[config.mk]
export PLATFORM = sky130hd
export DESIGN_NAME = bus_qos_arbiter_flat
export DESIGN_NICKNAME = d
export VERILOG_FILES = /design/src/rtl/bus_pkg.sv /design/src/rtl/bus_qos_arbiter_if.sv /design/src/rtl/rr_pick.sv /design/src/rtl/bus_qos_arbiter.sv /design/src/flat_wrapper.sv
export SDC_FILE = /design/constraint.sdc
export NUM_CORES = 1
export LEC_CHECK = 0
export CORE_AREA = 4 4 208 210
export DETAILED_ROUTE_END_ITERATION = 8
export DIE_AREA = 0 0 212 214
export PLACE_DENSITY = 0.48
export SKIP_CTS_REPAIR_TIMING = 1
export SYNTH_ARGS = -nofsm -noshare
export SYNTH_HDL_FRONTEND = slang
export SYNTH_HIERARCHICAL = 1
export SYNTH_SLANG_ARGS = --single-unit
export TNS_END_PERCENT = 1
[constraint.sdc]
create_clock -name clk -period 3.2 [get_ports clk]
set_input_delay 0.48 -clock clk [delete_from_list [all_inputs] [get_ports clk]]
set_output_delay 0.48 -clock clk [all_outputs]
set_load 0.05 [all_outputs]
[src/rtl/bus_pkg.sv]
// Shared definitions for the system-bus arbiter and its helpers.
//   arb_state_e        : arbiter FSM encoding (ST_IDLE / ST_BUSY)
//   BUS_*_W            : system bus field widths
//   ERR_RDATA_DEFAULT  : read data returned to a master whose transaction timed out
package bus_pkg;

  typedef enum logic {
    ST_IDLE = 1'b0,
    ST_BUSY = 1'b1
  } arb_state_e;

  localparam int BUS_ADDR_W = 32;
  localparam int BUS_DATA_W = 32;
  localparam int BUS_STRB_W = 4;

  localparam logic [BUS_DATA_W-1:0] ERR_RDATA_DEFAULT = 32'hDEADBEEF;

endpackage

[src/rtl/bus_qos_arbiter_if.sv]
// Bundles the master request ports and the shared-bus side of the arbiter.
//   m_addr/m_wdata/m_wstrb/m_write/m_enable/m_lock : packed per-master requests
//   m_rdata/m_ready/m_err                          : per-master responses
//   bus_addr/bus_wdata/bus_wstrb/bus_write/bus_enable : muxed owner request
//   bus_rdata/bus_ready                            : slave response
// Modports:
//   slave  : arbiter view (receives requests, drives the bus)
//   master : environment view (requestors plus bus slave)
interface bus_qos_arbiter_if #(
  parameter int NUM_MASTERS = 4
);
  import bus_pkg::*;

  logic [NUM_MASTERS*BUS_ADDR_W-1:0] m_addr;
  logic [NUM_MASTERS*BUS_DATA_W-1:0] m_wdata;
  logic [NUM_MASTERS*BUS_STRB_W-1:0] m_wstrb;
  logic [NUM_MASTERS-1:0]            m_write;
  logic [NUM_MASTERS-1:0]            m_enable;
  logic [NUM_MASTERS-1:0]            m_lock;
  logic [NUM_MASTERS*BUS_DATA_W-1:0] m_rdata;
  logic [NUM_MASTERS-1:0]            m_ready;
  logic [NUM_MASTERS-1:0]            m_err;

  logic [BUS_ADDR_W-1:0]             bus_addr;
  logic [BUS_DATA_W-1:0]             bus_wdata;
  logic [BUS_STRB_W-1:0]             bus_wstrb;
  logic                              bus_write;
  logic                              bus_enable;
  logic [BUS_DATA_W-1:0]             bus_rdata;
  logic                              bus_ready;

  modport slave (
    input  m_addr, m_wdata, m_wstrb, m_write, m_enable, m_lock,
    input  bus_rdata, bus_ready,
    output m_rdata, m_ready, m_err,
    output bus_addr, bus_wdata, bus_wstrb, bus_write, bus_enable
  );

  modport master (
    output m_addr, m_wdata, m_wstrb, m_write, m_enable, m_lock,
    output bus_rdata, bus_ready,
    input  m_rdata, m_ready, m_err,
    input  bus_addr, bus_wdata, bus_wstrb, bus_write, bus_enable
  );

endinterface

[src/rtl/rr_pick.sv]
// Combinational rotating-priority picker.
// Returns the first set bit of req scanning upward from ptr, wrapping to 0.
//   req    : request vector
//   ptr    : index with highest priority
//   onehot : one-hot winner (0 when no request)
//   idx    : winner index (0 when no request)
//   any    : at least one request set
module rr_pick #(
  parameter int N     = 4,
  parameter int IDX_W = $clog2(N)
) (
  input  logic [N-1:0]     req,
  input  logic [IDX_W-1:0] ptr,
  output logic [N-1:0]     onehot,
  output logic [IDX_W-1:0] idx,
  output logic             any
);

  logic [IDX_W-1:0] idx_hi;
  logic [IDX_W-1:0] idx_lo;
  logic             hi_any;
  logic             lo_any;

  // Two descending scans: the last hit is the lowest index. idx_hi only
  // considers bits at or above ptr; if none exist, wrap to the lowest set bit.
  always_comb begin
    idx_hi = '0;
    idx_lo = '0;
    hi_any = 1'b0;
    lo_any = 1'b0;
    for (int i = N - 1; i >= 0; i--) begin
      if (req[i]) begin
        idx_lo = IDX_W'(i);
        lo_any = 1'b1;
        if (IDX_W'(i) >= ptr) begin
          idx_hi = IDX_W'(i);
          hi_any = 1'b1;
        end
      end
    end
  end

  always_comb begin
    any    = lo_any;
    idx    = hi_any ? idx_hi : idx_lo;
    onehot = '0;
    if (lo_any) begin
      onehot[idx] = 1'b1;
    end
  end

endmodule

[src/rtl/bus_qos_arbiter.sv]
// N-master round-robin arbiter for the shared system bus with optional
// lock for back-to-back transactions and a per-transaction watchdog that
// completes a hung transaction with an error response.
//   clk, rst      : clock, synchronous active-high reset
//   bif (slave)   : master request/response ports and shared-bus ports
//   grant         : one-hot registered owner, 0 when idle
//   timeout_pulse : one-cycle pulse in the cycle the watchdog expires
//   timeout_id    : owner index at the most recent timeout
//
// state   | meaning
// --------+---------------------------------------------------------------
// ST_IDLE | no owner, bus outputs 0; pick next owner from rr_ptr
// ST_BUSY | owner_q drives the bus until completion, abort or timeout
module bus_qos_arbiter
  import bus_pkg::*;
#(
  parameter int                    NUM_MASTERS    = 4,
  parameter int                    TIMEOUT_CYCLES = 255,
  parameter int                    MAX_LOCK       = 4,
  parameter logic [BUS_DATA_W-1:0] ERR_RDATA      = ERR_RDATA_DEFAULT,
  parameter int                    IDX_W          = $clog2(NUM_MASTERS)
) (
  input  logic                   clk,
  input  logic                   rst,
  bus_qos_arbiter_if.slave       bif,
  output logic [NUM_MASTERS-1:0] grant,
  output logic                   timeout_pulse,
  output logic [IDX_W-1:0]       timeout_id
);

  localparam int WD_W   = $clog2(TIMEOUT_CYCLES + 1);
  localparam int LOCK_W = $clog2(MAX_LOCK + 1);

  localparam logic [WD_W-1:0]   WD_LAST   = WD_W'(TIMEOUT_CYCLES - 1);
  localparam logic [LOCK_W-1:0] LOCK_LAST = LOCK_W'(MAX_LOCK - 1);
  localparam logic [IDX_W-1:0]  IDX_MAX   = IDX_W'(NUM_MASTERS - 1);

  arb_state_e             state_q, state_d;
  logic [NUM_MASTERS-1:0] grant_q, grant_d;
  logic [IDX_W-1:0]       owner_q, owner_d;
  logic [IDX_W-1:0]       rr_ptr_q, rr_ptr_d;
  logic [IDX_W-1:0]       timeout_id_q, timeout_id_d;
  logic [LOCK_W-1:0]      lock_cnt_q, lock_cnt_d;
  logic [WD_W-1:0]        wd_cnt_q, wd_cnt_d;

  logic [NUM_MASTERS-1:0] pick_onehot;
  logic [IDX_W-1:0]       pick_idx;
  logic                   pick_any;

  logic                   busy;
  logic                   own_en;
  logic                   own_lock;
  logic                   complete;
  logic                   expire;
  logic [IDX_W-1:0]       owner_inc;

  rr_pick #(
    .N     (NUM_MASTERS),
    .IDX_W (IDX_W)
  ) u_rr_pick (
    .req    (bif.m_enable),
    .ptr    (rr_ptr_q),
    .onehot (pick_onehot),
    .idx    (pick_idx),
    .any    (pick_any)
  );

  // bus_ready beats the watchdog when both land in the same cycle.
  always_comb begin
    busy      = (state_q == ST_BUSY);
    own_en    = bif.m_enable[owner_q];
    own_lock  = bif.m_lock[owner_q];
    complete  = busy & own_en & bif.bus_ready;
    expire    = busy & own_en & ~bif.bus_ready & (wd_cnt_q == WD_LAST);
    owner_inc = (owner_q == IDX_MAX) ? '0 : owner_q + IDX_W'(1);
  end

  // Owner mux and response steering; everything is 0 outside BUSY.
  always_comb begin
    bif.bus_addr   = '0;
    bif.bus_wdata  = '0;
    bif.bus_wstrb  = '0;
    bif.bus_write  = 1'b0;
    bif.bus_enable = 1'b0;
    bif.m_rdata    = '0;
    bif.m_ready    = '0;
    bif.m_err      = '0;
    timeout_pulse  = expire;
    if (busy) begin
      bif.bus_addr   = bif.m_addr[owner_q*BUS_ADDR_W +: BUS_ADDR_W];
      bif.bus_wdata  = bif.m_wdata[owner_q*BUS_DATA_W +: BUS_DATA_W];
      bif.bus_wstrb  = bif.m_wstrb[owner_q*BUS_STRB_W +: BUS_STRB_W];
      bif.bus_write  = bif.m_write[owner_q];
      // Withdraw the request from the slave in the cycle we give up on it.
      bif.bus_enable = own_en & ~expire;
      bif.m_rdata[owner_q*BUS_DATA_W +: BUS_DATA_W] = expire ? ERR_RDATA : bif.bus_rdata;
      bif.m_ready[owner_q] = complete | expire;
      bif.m_err[owner_q]   = expire;
    end
  end

  always_comb begin
    state_d      = state_q;
    grant_d      = grant_q;
    owner_d      = owner_q;
    rr_ptr_d     = rr_ptr_q;
    timeout_id_d = timeout_id_q;
    lock_cnt_d   = lock_cnt_q;
    wd_cnt_d     = wd_cnt_q;
    case (state_q)
      ST_IDLE: begin
        if (pick_any) begin
          state_d  = ST_BUSY;
          grant_d  = pick_onehot;
          owner_d  = pick_idx;
          wd_cnt_d = '0;
        end
      end
      ST_BUSY: begin
        if (!own_en) begin
          // Abort: owner withdrew; any bus_ready this cycle is ignored.
          state_d    = ST_IDLE;
          grant_d    = '0;
          rr_ptr_d   = owner_inc;
          lock_cnt_d = '0;
          wd_cnt_d   = '0;
        end else if (bif.bus_ready) begin
          rr_ptr_d = owner_inc;
          wd_cnt_d = '0;
          if (own_lock && (lock_cnt_q < LOCK_LAST)) begin
            // Locked back-to-back: keep the grant, no idle bubble.
            lock_cnt_d = lock_cnt_q + LOCK_W'(1);
          end else begin
            state_d    = ST_IDLE;
            grant_d    = '0;
            lock_cnt_d = '0;
          end
        end else if (expire) begin
          // Forced release regardless of lock.
          state_d      = ST_IDLE;
          grant_d      = '0;
          rr_ptr_d     = owner_inc;
          lock_cnt_d   = '0;
          wd_cnt_d     = '0;
          timeout_id_d = owner_q;
        end else begin
          wd_cnt_d = wd_cnt_q + WD_W'(1);
        end
      end
      default: begin
        state_d = ST_IDLE;
        grant_d = '0;
      end
    endcase
  end

  always_ff @(posedge clk) begin
    if (rst) begin
      state_q      <= ST_IDLE;
      grant_q      <= '0;
      owner_q      <= '0;
      rr_ptr_q     <= '0;
      timeout_id_q <= '0;
      lock_cnt_q   <= '0;
      wd_cnt_q     <= '0;
    end else begin
      state_q      <= state_d;
      grant_q      <= grant_d;
      owner_q      <= owner_d;
      rr_ptr_q     <= rr_ptr_d;
      timeout_id_q <= timeout_id_d;
      lock_cnt_q   <= lock_cnt_d;
      wd_cnt_q     <= wd_cnt_d;
    end
  end

  assign grant      = grant_q;
  assign timeout_id = timeout_id_q;

endmodule
[src/flat_wrapper.sv]
// flat-port wrapper written by rule: the top's interface ports become plain ports
module bus_qos_arbiter_flat import bus_pkg::*;
#(
  parameter int                    NUM_MASTERS    = 4,
  parameter int                    TIMEOUT_CYCLES = 255,
  parameter int                    MAX_LOCK       = 4,
  parameter logic [BUS_DATA_W-1:0] ERR_RDATA      = ERR_RDATA_DEFAULT,
  parameter int                    IDX_W          = $clog2(NUM_MASTERS)
)
  (clk, rst, grant, timeout_pulse, timeout_id, bif_m_addr, bif_m_wdata, bif_m_wstrb, bif_m_write, bif_m_enable, bif_m_lock, bif_bus_rdata, bif_bus_ready, bif_m_rdata, bif_m_ready, bif_m_err, bif_bus_addr, bif_bus_wdata, bif_bus_wstrb, bif_bus_write, bif_bus_enable);
  bus_qos_arbiter_if #(.NUM_MASTERS(NUM_MASTERS)) bif_i ();
  input  logic clk;
  input  logic rst;
  output logic [NUM_MASTERS-1:0] grant;
  output logic timeout_pulse;
  output logic [IDX_W-1:0] timeout_id;
  input wire logic [$bits(bif_i.m_addr)-1:0] bif_m_addr;
  input wire logic [$bits(bif_i.m_wdata)-1:0] bif_m_wdata;
  input wire logic [$bits(bif_i.m_wstrb)-1:0] bif_m_wstrb;
  input wire logic [$bits(bif_i.m_write)-1:0] bif_m_write;
  input wire logic [$bits(bif_i.m_enable)-1:0] bif_m_enable;
  input wire logic [$bits(bif_i.m_lock)-1:0] bif_m_lock;
  input wire logic [$bits(bif_i.bus_rdata)-1:0] bif_bus_rdata;
  input wire logic [$bits(bif_i.bus_ready)-1:0] bif_bus_ready;
  output wire logic [$bits(bif_i.m_rdata)-1:0] bif_m_rdata;
  output wire logic [$bits(bif_i.m_ready)-1:0] bif_m_ready;
  output wire logic [$bits(bif_i.m_err)-1:0] bif_m_err;
  output wire logic [$bits(bif_i.bus_addr)-1:0] bif_bus_addr;
  output wire logic [$bits(bif_i.bus_wdata)-1:0] bif_bus_wdata;
  output wire logic [$bits(bif_i.bus_wstrb)-1:0] bif_bus_wstrb;
  output wire logic [$bits(bif_i.bus_write)-1:0] bif_bus_write;
  output wire logic [$bits(bif_i.bus_enable)-1:0] bif_bus_enable;
  assign bif_i.m_addr = bif_m_addr;
  assign bif_i.m_wdata = bif_m_wdata;
  assign bif_i.m_wstrb = bif_m_wstrb;
  assign bif_i.m_write = bif_m_write;
  assign bif_i.m_enable = bif_m_enable;
  assign bif_i.m_lock = bif_m_lock;
  assign bif_i.bus_rdata = bif_bus_rdata;
  assign bif_i.bus_ready = bif_bus_ready;
  assign bif_m_rdata = bif_i.m_rdata;
  assign bif_m_ready = bif_i.m_ready;
  assign bif_m_err = bif_i.m_err;
  assign bif_bus_addr = bif_i.bus_addr;
  assign bif_bus_wdata = bif_i.bus_wdata;
  assign bif_bus_wstrb = bif_i.bus_wstrb;
  assign bif_bus_write = bif_i.bus_write;
  assign bif_bus_enable = bif_i.bus_enable;
  bus_qos_arbiter #(.NUM_MASTERS(NUM_MASTERS), .TIMEOUT_CYCLES(TIMEOUT_CYCLES), .MAX_LOCK(MAX_LOCK), .ERR_RDATA(ERR_RDATA), .IDX_W(IDX_W)) u_core (.clk(clk), .rst(rst), .bif(bif_i), .grant(grant), .timeout_pulse(timeout_pulse), .timeout_id(timeout_id));
endmodule
=== After elaboration in Yosys (flattened, before gate mapping) ===
Index checks and enable logic that the tools add are counted.

* Add/subtract/negate cells: 4
* $mul: 0
* Div/mod/pow operators: 0
* Order comparisons: 9
* Equality and inequality tests: 6
* Shift-type cells: 5
* Muxes and demuxes: 69
* Bitwise logic cells: 12
* Reduce and logical (&&, ||, !) cells: 7

{| class="wikitable"
|+ Operator list
! operator !! number
|-
| 128-bit by 8-bit indexed part select with 32-bit output || 2
|-
| 128-bit AND || 1
|-
| 128-bit two-way mux || 1
|-
| 32-bit by 34-bit variable shift with 128-bit output, first input constant || 1
|-
| 32-bit by 34-bit indexed part select with 128-bit output || 1
|-
| 32-bit two-way mux || 3
|-
| 2-bit two-way mux || 17
|-
| 7-bit negator with 34-bit output || 1
|-
| 4-bit two-way mux || 8
|-
| 8-bit two-way mux || 4
|-
| 1-bit two-way mux || 24
|-
| 8-bit one-hot mux with 2 select lines || 1
|-
| 16-bit by 5-bit indexed part select with 4-bit output || 1
|-
| 3-bit two-way mux || 4
|-
| 8-bit by 1-bit adder with 8-bit output, second input constant || 1
|-
| 4-bit AND || 2
|-
| 8-bit == test, second input constant || 1
|-
| 4-bit inequality test, second input constant || 2
|-
| 4-bit one-hot mux with 2 select lines || 1
|-
| 1-bit binary-select mux with 2-bit select || 3
|-
| 2-bit by 3-bit less-than comparator with 1-bit output, second input constant || 2
|-
| 1-bit AND || 5
|-
| 1-bit demux with 2-bit select || 2
|-
| 1-bit by 2-bit >= comparator with 1-bit output, first input constant || 2
|-
| 15 further kinds || 22
|}

* Register bits after elaboration: 22
* Latch bits: 0
* Bits in writable memories: 0
* Bits in read-only memories: 0
* Input port bits: 319
* Output and inout port bits: 213
* Word-level logic and storage cells: 119
* Memories kept: 0

=== Longest topological paths before layout ===
* Word-level depth: 16
* Depth in mapped cells: 10
* Depth with buffers taken out: 8

=== Modules after synthesis ===
The synthesis kept the hierarchy.

{| class="wikitable"
|+ By module, submodules not included
! module !! instances !! cells an instance !! area an instance (um^2) !! seq. area each (um^2)
|-
| bus_qos_arbiter || 1 || 474 || 4270.3 || 440.4
|-
| rr_pick || 1 || 30 || 175.2 || 0.0
|}

=== Worst setup path after synthesis ===
No wires, ideal clock.

* Kind: register to output
* From: register u_core.owner_q[0]
* To: output port bif_m_rdata[10]
* Data arrival time: 2475 ps
* Slack: 245 ps
* Cell stages (with the launch flop): 9
* Cells stage by stage: dfxtp_1 buf_6 buf_2 inv_1 ha_1 nor2_1 nand4_1 clkbuf_1 nor2_1

* Word-level cells in the longest chain between the ends: 9

{| class="wikitable"
|+ Ends and longest elaborated chain
! item !! line !! text
|-
| from (decl) || bus_qos_arbiter.sv:40 || <nowiki>logic [IDX_W-1:0] owner_q, owner_d;</nowiki>
|-
| from (signal assigned) || bus_qos_arbiter.sv:169 || <nowiki>owner_q <= owner_d;</nowiki>
|-
| 1-bit binary-select mux with 2-bit select || bus_qos_arbiter.sv:71 || <nowiki>own_en = bif.m_enable[owner_q];</nowiki>
|-
| 1-bit two-way mux (not written as such) || bus_qos_arbiter.sv:71 ||
|-
| 1-bit AND (3 in a row) || bus_qos_arbiter.sv:74 || <nowiki>expire = busy & own_en & ~bif.bus_ready & (wd_cnt_q == WD_LAST);</nowiki>
|-
| 32-bit two-way mux || bus_qos_arbiter.sv:96 || <nowiki>bif.m_rdata[owner_q*BUS_DATA_W +: BUS_DATA_W] = expire ? ERR_RDATA : bif.bus_rdata;</nowiki>
|-
| 32-bit by 34-bit indexed part select with 128-bit output || bus_qos_arbiter.sv:96 ||
|-
| 128-bit AND (no source line) (*) || -- ||
|-
| 128-bit two-way mux (*) || bus_qos_arbiter.sv:89 || <nowiki>if (busy) begin</nowiki>
|-
| to (decl) || flat_wrapper.sv:25 || <nowiki>output wire logic [$bits(bif_i.m_rdata)-1:0] bif_m_rdata;</nowiki>
|}

Mark *: on every way between the ends. The rest lies on a longest branch, timed or not. The select of a mux whose other input is x is not followed.

=== Worst setup path in the final report ===
* From: input port bif_m_enable[1]
* To: output port bif_m_rdata[66]

* Word-level cells in the longest chain between the ends: 9

{| class="wikitable"
|+ Ends and longest elaborated chain
! item !! line !! text
|-
| from (decl) || flat_wrapper.sv:21 || <nowiki>input wire logic [$bits(bif_i.m_enable)-1:0] bif_m_enable;</nowiki>
|-
| 1-bit binary-select mux with 2-bit select || bus_qos_arbiter.sv:71 ||
|-
| 1-bit two-way mux (not written as such) || bus_qos_arbiter.sv:71 ||
|-
| 1-bit AND (3 in a row) || bus_qos_arbiter.sv:74 ||
|-
| 32-bit two-way mux || bus_qos_arbiter.sv:96 ||
|-
| 32-bit by 34-bit indexed part select with 128-bit output || bus_qos_arbiter.sv:96 ||
|-
| 128-bit AND (no source line) || -- ||
|-
| 128-bit two-way mux || bus_qos_arbiter.sv:89 ||
|}

No other way between the ends. The select of a mux whose other input is x is not followed.

==> impl_metrics.xml <==
<?xml version="1.0" encoding="UTF-8"?>
<metrics>
  <group name="placement">
    <metric name="dpl-instance-area" unit="µm²">11600</metric>
    <metric name="hpwl_reported_at_the_end_of_detailed_placement" unit="µm">27100</metric>
    <metric name="buffers_added_on_ports" unit="">531</metric>
    <metric name="finalWeightedCongestion" unit="">0.859</metric>
  </group>
  <group name="sta">
    <metric name="fin_crit_sh" unit="">0.951</metric>
    <metric name="grt_setup_unrepaired" unit="">no</metric>
    <metric name="finalSetupViolations" unit="">0</metric>
    <metric name="report.final.hold_viol_count" unit="">0</metric>
    <metric name="fin_crit" unit="ps">3040</metric>
    <metric name="finalMaxSlewViolations" unit="">0</metric>
    <metric name="timing.fmax" unit="MHz">329</metric>
    <metric name="timing.slew.headroom" unit="">0.556</metric>
    <metric name="setup-tns-final" unit="ps">0</metric>
    <metric name="worst_pin_slew" unit="ps">664</metric>
    <metric name="clock_skew_after_layout" unit="ps">6.69</metric>
  </group>
  <group name="setup_path">
    <metric name="cp_max_fo" unit="">26</metric>
    <metric name="timing.critical_path.to_type" unit="">output pin</metric>
    <metric name="timing.critical_path.cells" unit="">clkdlybuf4s50_1 &gt; mux2_4 &gt; o2bb2ai_4 &gt; nand2_2 &gt; inv_2 &gt; buf_12 &gt; buf_4 &gt; nor2_1 &gt; nor2_1 &gt; buf_12</metric>
    <metric name="critical_path_required" unit="ps">2720</metric>
    <metric name="slowest_stage" unit="">clkdlybuf4s50_1</metric>
    <metric name="worst-endpoint-arrival" unit="ps">2560</metric>
    <metric name="worstSetupStartpointType" unit="">input port</metric>
    <metric name="worst_path_top_cell_family_by_delay" unit="">buffers and inverters</metric>
    <metric name="worst-setup-path-type" unit="">in -&gt; out</metric>
    <metric name="critical_path.max_stage_delay" unit="ps">510</metric>
    <metric name="critical_path_buf_inv_count" unit="">5</metric>
  </group>
  <group name="synthesis">
    <metric name="synth_top_area_frac" unit="">0.355</metric>
    <metric name="ys_ff_latch" unit="">22</metric>
    <metric name="ys_seq_area_frac" unit="">0.0991</metric>
    <metric name="number_of_enable_flip_flop_cells_after_synthesis" unit="">0</metric>
    <metric name="synth.distinct_cells" unit="">50</metric>
    <metric name="netlist_top_cells_area" unit="">mux4_2 35%, and2_1 14%, nor2_1 11%, dfxtp_1 9.9%, nor2_4 3.3%</metric>
    <metric name="syn_inst" unit="">504</metric>
    <metric name="synth_nets" unit="">832</metric>
    <metric name="synth_async_sr_flop_share" unit="">0</metric>
    <metric name="synth.cell_area" unit="µm²">4450</metric>
    <metric name="synth-main-ff-cell" unit="">dfxtp_1</metric>
    <metric name="synthMostInstantiatedCell" unit="">nor2_1</metric>
    <metric name="synth.avg_cell_area" unit="µm²">8.82</metric>
    <metric name="netlist_top_cells_count" unit="">135 x nor2_1, 97 x and2_1, 70 x mux4_2, 22 x clkbuf_1, 22 x dfxtp_1</metric>
    <metric name="yosys_warnings" unit="">6</metric>
    <metric name="yosys.area.top_type" unit="">mux4_2</metric>
  </group>
  <group name="drt">
    <metric name="drt_first_iter_violations" unit="">308</metric>
    <metric name="drt_first_pass_iters" unit="">4</metric>
    <metric name="totalWireLength" unit="µm">31500</metric>
    <metric name="via_count" unit="">5977</metric>
    <metric name="antenna_viol_nets_final" unit="">0</metric>
    <metric name="detail_route.wl_per_cell" unit="µm">20.1</metric>
    <metric name="drc_errors" unit="">0</metric>
    <metric name="via_per_inst" unit="">3.82</metric>
  </group>
  <group name="global_routing">
    <metric name="grt_start_max_net_pins" unit="">50</metric>
    <metric name="track_usage" unit="">0.128</metric>
    <metric name="antenna_found_initial" unit="">4</metric>
    <metric name="grt_overflow_total" unit="">0</metric>
    <metric name="grt_pass1_vias" unit="">6236</metric>
    <metric name="grt_pass1_wl" unit="µm">44100</metric>
  </group>
  <group name="floorplanning">
    <metric name="io_pins" unit="">532</metric>
    <metric name="die-area" unit="µm²">45400</metric>
    <metric name="core" unit="µm²">41600</metric>
    <metric name="initial_utilization" unit="">0.107</metric>
    <metric name="die_w" unit="µm">212</metric>
    <metric name="die_height" unit="µm">214</metric>
    <metric name="std_cell_rows" unit="">75</metric>
  </group>
  <group name="clock_network">
    <metric name="cts_buffers" unit="">3</metric>
    <metric name="max_buffers_root_to_sink" unit="">2</metric>
    <metric name="clkLatencyLatePin" unit="ps">260</metric>
    <metric name="cts.sinks" unit="">22</metric>
    <metric name="cts_tree" unit="">yes</metric>
    <metric name="ctsHtreeMaxLevel" unit="">1</metric>
    <metric name="clk_root_buffer_cell" unit="">clkbuf_16</metric>
    <metric name="clk_pin_slew_worst_paths" unit="ps">60</metric>
  </group>
  <group name="final_layout">
    <metric name="filler_cell_count" unit="">4360</metric>
    <metric name="final_util" unit="">0.283</metric>
    <metric name="final_area" unit="µm²">11800</metric>
    <metric name="drive_above_1_share" unit="">0.321</metric>
    <metric name="final_nets" unit="">1353</metric>
    <metric name="layout-area-overhead-vs-synth" unit="%">165</metric>
  </group>
  <group name="pwr">
    <metric name="p_leak" unit="nW">4.35</metric>
    <metric name="peakVddDrop" unit="V">0.000164</metric>
    <metric name="power.density" unit="nW/µm²">206</metric>
  </group>
  <group name="min_path">
    <metric name="worst_hold_path_type" unit="">reg -&gt; reg</metric>
  </group>
  <group name="outcome">
    <metric name="outcome" unit="">finished clean</metric>
  </group>
  <group name="run">
    <metric name="cap_violations" unit="">0</metric>
  </group>
</metrics>
==> metrics by stage <==
step,setup slack [ps],hold slack (ps),instances,power (mW)
after CTS,0.127,466,1559,2.44
after global routing,6.16,494,1566,2.53
after detailed placement,40.2,455,1555,2.11
after floorplan,245,432,504,1.23
after global placement,-5.03,446,1555,2.11
final,158,464,1566,2.42
==> cell families after synthesis <==
kind of cell               Yosys count  share of synthesized area
xor gates and xnor gates             7                     0.0138
buffers and inverters               50                     0.0583
DFF                                 22                     0.0991
AOI/OAI and AO/OA                   34                     0.0571
muxes                               79                      0.379
adders and majority gates            9                     0.0253
and+or+nand+nor                    303                      0.367
==> layer usage <==
metal  wire length [µm]  global-route usage  vias up
met4                437              0.0197        0
li1                   -                   -     2832
met3               1850              0.0165       22
met5                  0                   0        -
met2              17400               0.254      227
met1              11800               0.147     2896
==> report_power, final <==
part | internal (mW) | total, mW | switching (mW)
sequential | 0.284 | 0.304 | 0.0201
clock | 0.217 | 0.325 | 0.108
combinational | 0.895 | 1.79 | 0.896
total | 1.40 | 2.42 | 1.02
==> cells in the final DEF (no fill, tap or decap), types with 4 or more instances in the layout <==
cell type / count
clkdlybuf4s50_1: 341
nand4_1: 6
nor2_4: 13
and3_1: 5
nor2_1: 134
a21oi_1: 14
and2_1: 97
ha_1: 9
inv_1: 7
buf_4: 80
buf_12: 137
nand2_1: 17
xor2_1: 4
dfxtp_1: 19
nand2b_1: 6
clkbuf_16: 4
nor3b_2: 8
nor2b_1: 4
mux2i_1: 5
mux4_2: 70
==> sequential cells by signal (all words and copies together), names as in the netlist <==
| signal | flops |
|---|---|
| u_core/wd_cnt_q | 8 |
| u_core/grant | 4 |
| u_core/lock_cnt_q | 3 |
| u_core/owner_q | 2 |
| u_core/rr_ptr_q | 2 |
| u_core/timeout_id | 2 |
| u_core/busy | 1 |
==> layout make-up <==
type	count	area, µm²	share of cell area
Clock buffer	4	100	0.00850
Multi-Input combinational cell	432	3750	0.319
Sequential cell	22	449	0.0382
Timing Repair Buffer	558	6760	0.574
Antenna cell	3	7.51	0.000638
Inverter	8	30.0	0.00255
Tap cell	539	674	0.0573
==> worst reg2reg max path, delay by kind of cell (launching register included) <==
family,cells,cell delay (ps)
muxes,2,610
and+or+nand+nor,1,350
AOI/OAI and AO/OA,2,270
DFF,1,550
==> worst paths after layout <==
| kind | startpoint | endpoint | slack [ps] | cells past startpoint |
|---|---|---|---|---|
| min reg2reg | u_core/timeout_id[0] | u_core/timeout_id[0] | 460 | 2 |
| max | bif_m_enable[1] | bif_m_rdata[66] | 160 | 10 |
| min | u_core/timeout_id[0] | u_core/timeout_id[0] | 460 | 2 |
| max reg2reg | u_core/owner_q[0] | u_core/rr_ptr_q[0] | 1340 | 5 |
No activity file was read; power rests on OpenSTA's default activity.
==> edit 1 (same flow settings) <==
Put one more register stage on the output `timeout_id`, cleared by the reset. The value now appears one clock later. The other outputs are not delayed to match.
--- a/src/rtl/bus_qos_arbiter.sv
+++ b/src/rtl/bus_qos_arbiter.sv
@@ -177,3 +177,9 @@
   assign grant      = grant_q;
-  assign timeout_id = timeout_id_q;
+  always_ff @(posedge clk) begin
+    if (rst) begin
+      timeout_id <= '0;
+    end else begin
+      timeout_id <= timeout_id_q;
+    end
+  end
 
Check against the original RTL: not settled (the Yosys comparison gave no result); the edit may change what the design does.
==> edit 1 against the unedited design <==
Power fell by 6.6%. Clock skew fell by 1.8 ps. Combinational power fell by 8%. Cell area rose by 0.50%. Area after synthesis rose by 5.3%. Worst setup slack improved by 18 ps. Sequential power rose by 12%. Via count rose by 4.8%. Wire length fell by 5.1%. Sequential cell count rose by 2.
==> edit 1: results (changes against the unedited design) <==
Crit path largest cell delay=570 ps (+60 ps); Setup WS pre-CTS=234.4 ps (+194.2 ps); gpl congestion=0.8720 (+1.5%); global-route wire length before repair=42,590 um (-3.5%); routed wire length=29,880 um (-5.1%); post-synthesis cell count=496 (-1.6%); synth top area cells=mux4_2 34%, o21a_1 15%, and2_1 15%; Inst Count DP=1,536 (-1.2%); r2r setup slk=510 ps (-830 ps); outcome=finished, final reports clean; largest net degree at the start of global routing=83 (+66%); Netlist cell types=44 (-12%); crit-path max FO=16 (-38%); reg2reg end=u_core/grant[1]$_SDFFE_PP0P_; layout cell share with drive strength beyond 1=29.77% (-2.4 points); Hold Path End=u_core/lock_cnt_q[2]$_SDFFE_PP0P_; R2R cell count=6 (+1); drt via density=4.067 (+6.6%); Worst setup SP type=flip-flop; initial antenna violation count=3 (-1); detailed placer's ending HPWL=26,020 um (-3.9%); most frequent cells after synthesis=110 x and2_1, 96 x o21a_1, 71 x mux4_2, 28 x clkbuf_1; Least-Margin Pin Slew=934.4 ps (+270.2 ps); Seq/Total Area, Yosys=10.26% (+0.36 points); Initial DRC Count=277 (-10%); Worst Setup EP=bif_m_rdata[86]; hold path startpoint=u_core/lock_cnt_q[2]$_SDFFE_PP0P_; WHS=477.7 ps (+13.25 ps); Net count, final=1,330 (-1.7%); critical path arrival=2540 ps (-20 ps)
==> edit 1: changes by cell type in the layout (fill, tap and decap cells not counted), sizes merged, moves of 8 or more <==
| cell | unedited run | this run |
|---|---|---|
| a21oi | 15 | 24 |
| and2 | 97 | 110 |
| nor2 | 148 | 11 |
| nor2b | 4 | 12 |
| nor3b | 8 | 0 |
| o21a | 0 | 96 |
==> edit 1: through the flow <==
stage	total power [mW]	area [sq um]
floorplan	1.168	4681
global placement	2.012	11750
detailed placement	2.015	11750
CTS	2.299	11830
global route	2.370	11830
finish	2.261	11830
==> edit 1: cell families after synthesis <==
family | share of synthesized area (%)
simple gates | 22.88
compound gates | 21.81
mux | 34.59
buf+inv | 7.110
flops | 10.26
fa+ha+maj | 2.406
xor+xnor | 0.9357
==> edit 1: metal layers <==
layer  part of all wire, %  vias up  GRT usage [%]
li1                      -     2876              -
met1                    36     2994          12.93
met2                    52      357          23.36
met3                    10       32          3.779
met4                   1.5        4          1.945
met5                 0.087        -              0
==> edit 1: power breakdown <==
part	total, mW	switching, mW	internal (mW)	leakage (nW)
logic	1.65	0.815	0.832	4.07
clock network	0.274	0.107	0.167	0.0385
registers	0.340	0.0317	0.308	0.196
==> edit 1: final cells by class <==
cell class,instances,area [sq um]
multi-input combinational,408,3876
timing repair buffer,556,6676
clock inverter,1,3.754
inverter,9,33.78
sequential,24,489.2
fill,4315,29740
tap,539,674.4
clock buffer,3,75.07
==> edit 1: tightest hold or removal path, delay by kind of cell (launching register included) <==
family | cells | cell delay [ps]
compound gates | 2 | 130
flops | 1 | 310
==> edit 2 (same flow settings) <==
Without the edit above. The package constant `BUS_DATA_W` goes from 32 to 36.
--- a/src/rtl/bus_pkg.sv
+++ b/src/rtl/bus_pkg.sv
@@ -12,3 +12,3 @@
   localparam int BUS_ADDR_W = 32;
-  localparam int BUS_DATA_W = 32;
+  localparam int BUS_DATA_W = 36;
   localparam int BUS_STRB_W = 4;
Ports: changed (resized bif_bus_rdata, bif_bus_wdata, bif_m_rdata and bif_m_wdata); port bits go from 532 to 572. The function was not compared with the original's and may differ.
==> edit 2 against the unedited design <==
Cell area increased by 38%. Critical path depth increased by 1. The run now ends with setup timing left. Power increased by 56%. Area after synthesis increased by 46%. Wire length increased by 90%. Die area unchanged. Non-clock buffer count increased by 173. Worst setup slack got worse by 200 ps. Sequential cell count unchanged. Global-route usage increased by 12 points.
==> edit 2: results (changes against the unedited design) <==
outcome=finished, violations left; failing checks=setup timing; FILL cells=4,143 (-5.0%); Non-clock buffers=731 (+31%); met3 routed WL=4183 um (+130%); Gate power share=84.7% (+11 points); Initial DRC Count=889 (+190%); DRT Pass-1 Iters=6 (+2); vias in the first global route=10,160 (+63%); HP Class=reg2reg; initial antenna violation count=13 (+9); most frequent cells after synthesis=140 x nor2_1, 78 x and2_1, 75 x mux4_2, 52 x nand2_1, 41 x a21oi_1; Placed Area=0.01535 sq mm (+32%); Setup WS pre-CTS=-186.9 ps (-227.1 ps); metal2 WL=29,390 um (+69%); M3 GR Usage=3.486% (+1.8 points); footprint of the multi-input gates=0.006631 sq mm (+77%); drt via density=4.935 (+29%); Netlist cell types=87 (+74%); Least-Margin Pin Slew=618.1 ps (-46.00 ps); Non-clk invs=11 (+3); Inst Count DP=1,999 (+29%); Metal-1 WL=25,210 um (+110%); Crit path largest cell delay=420 ps (-90 ps); r2r setup slk=680 ps (-660 ps); maximum VDD drop=0.1843 mV (+12%); WHS=457.1 ps (-7.295 ps); Layout non-clock buf frac=51.19% (-6.2 points); crit-path max FO=36 (+38%); Net count, final=1,826 (+35%); critical path arrival=2760 ps (+200 ps); CP max stage cell=dfxtp_4; synth top area cells=mux4_2 26%, nor2_1 8.1%, and2_1 7.5%; Final Skew=7.677 ps (+0.9882 ps); post-route worst setup slack=-39.43 ps (-197.4 ps); area grow syn2layout=150.3%; detailed placer's ending HPWL=51,330 um (+90%); endpoints failing setup=4 (+4); P_leak=5.996 nW (+38%); pwr dens=232.5 mW/mm^2 (+13%); buffers added on ports=571 (+7.5%); global-route wire length before repair=80,540 um (+83%); GR Layer Usage met2=42.27% (+17 points); Multi-In Gates=709 (+64%); routed wire length=59,980 um (+90%); internal power=1.888 mW (+35%); gpl congestion=1.009 (+17%); diode count=6 (+3); via count=9,978 (+67%); clock power share=7.3% (-6.1 points); largest net degree at the start of global routing=65 (+30%); met1 GRT Util=33.21% (+19 points); Setup TNS=-58.87 ps (-58.87 ps); syn_nets=1,167 (+40%); Warnings, synthesis=6 (unchanged)
## edit 2: path summary, 6_finish.rpt
check,end,from,cells after the start
setup / recovery,bif_m_rdata[26],u_core/owner_q[1]$_SDFFE_PP0P_,11
hold / removal,u_core/timeout_id[1]$_SDFFE_PP0P_,u_core/timeout_id[1]$_SDFFE_PP0P_,2
hold reg to reg,u_core/timeout_id[1]$_SDFFE_PP0P_,u_core/timeout_id[1]$_SDFFE_PP0P_,2
setup reg to reg,u_core/grant[1]$_SDFFE_PP0P_,u_core/owner_q[0]$_SDFFE_PP0P_,7
## edit 2: logic make-up after synthesis
group | Yosys count | synth area share, %
AO/OA/AOI/OAI | 212 | 23.48
XOR/XNOR | 7 | 0.9478
adder cells (fa/ha/maj) | 9 | 1.741
buffers and inverters | 88 | 6.267
flip-flops | 22 | 6.808
multiplexers | 114 | 32.63
AND/OR/NAND/NOR | 367 | 28.12
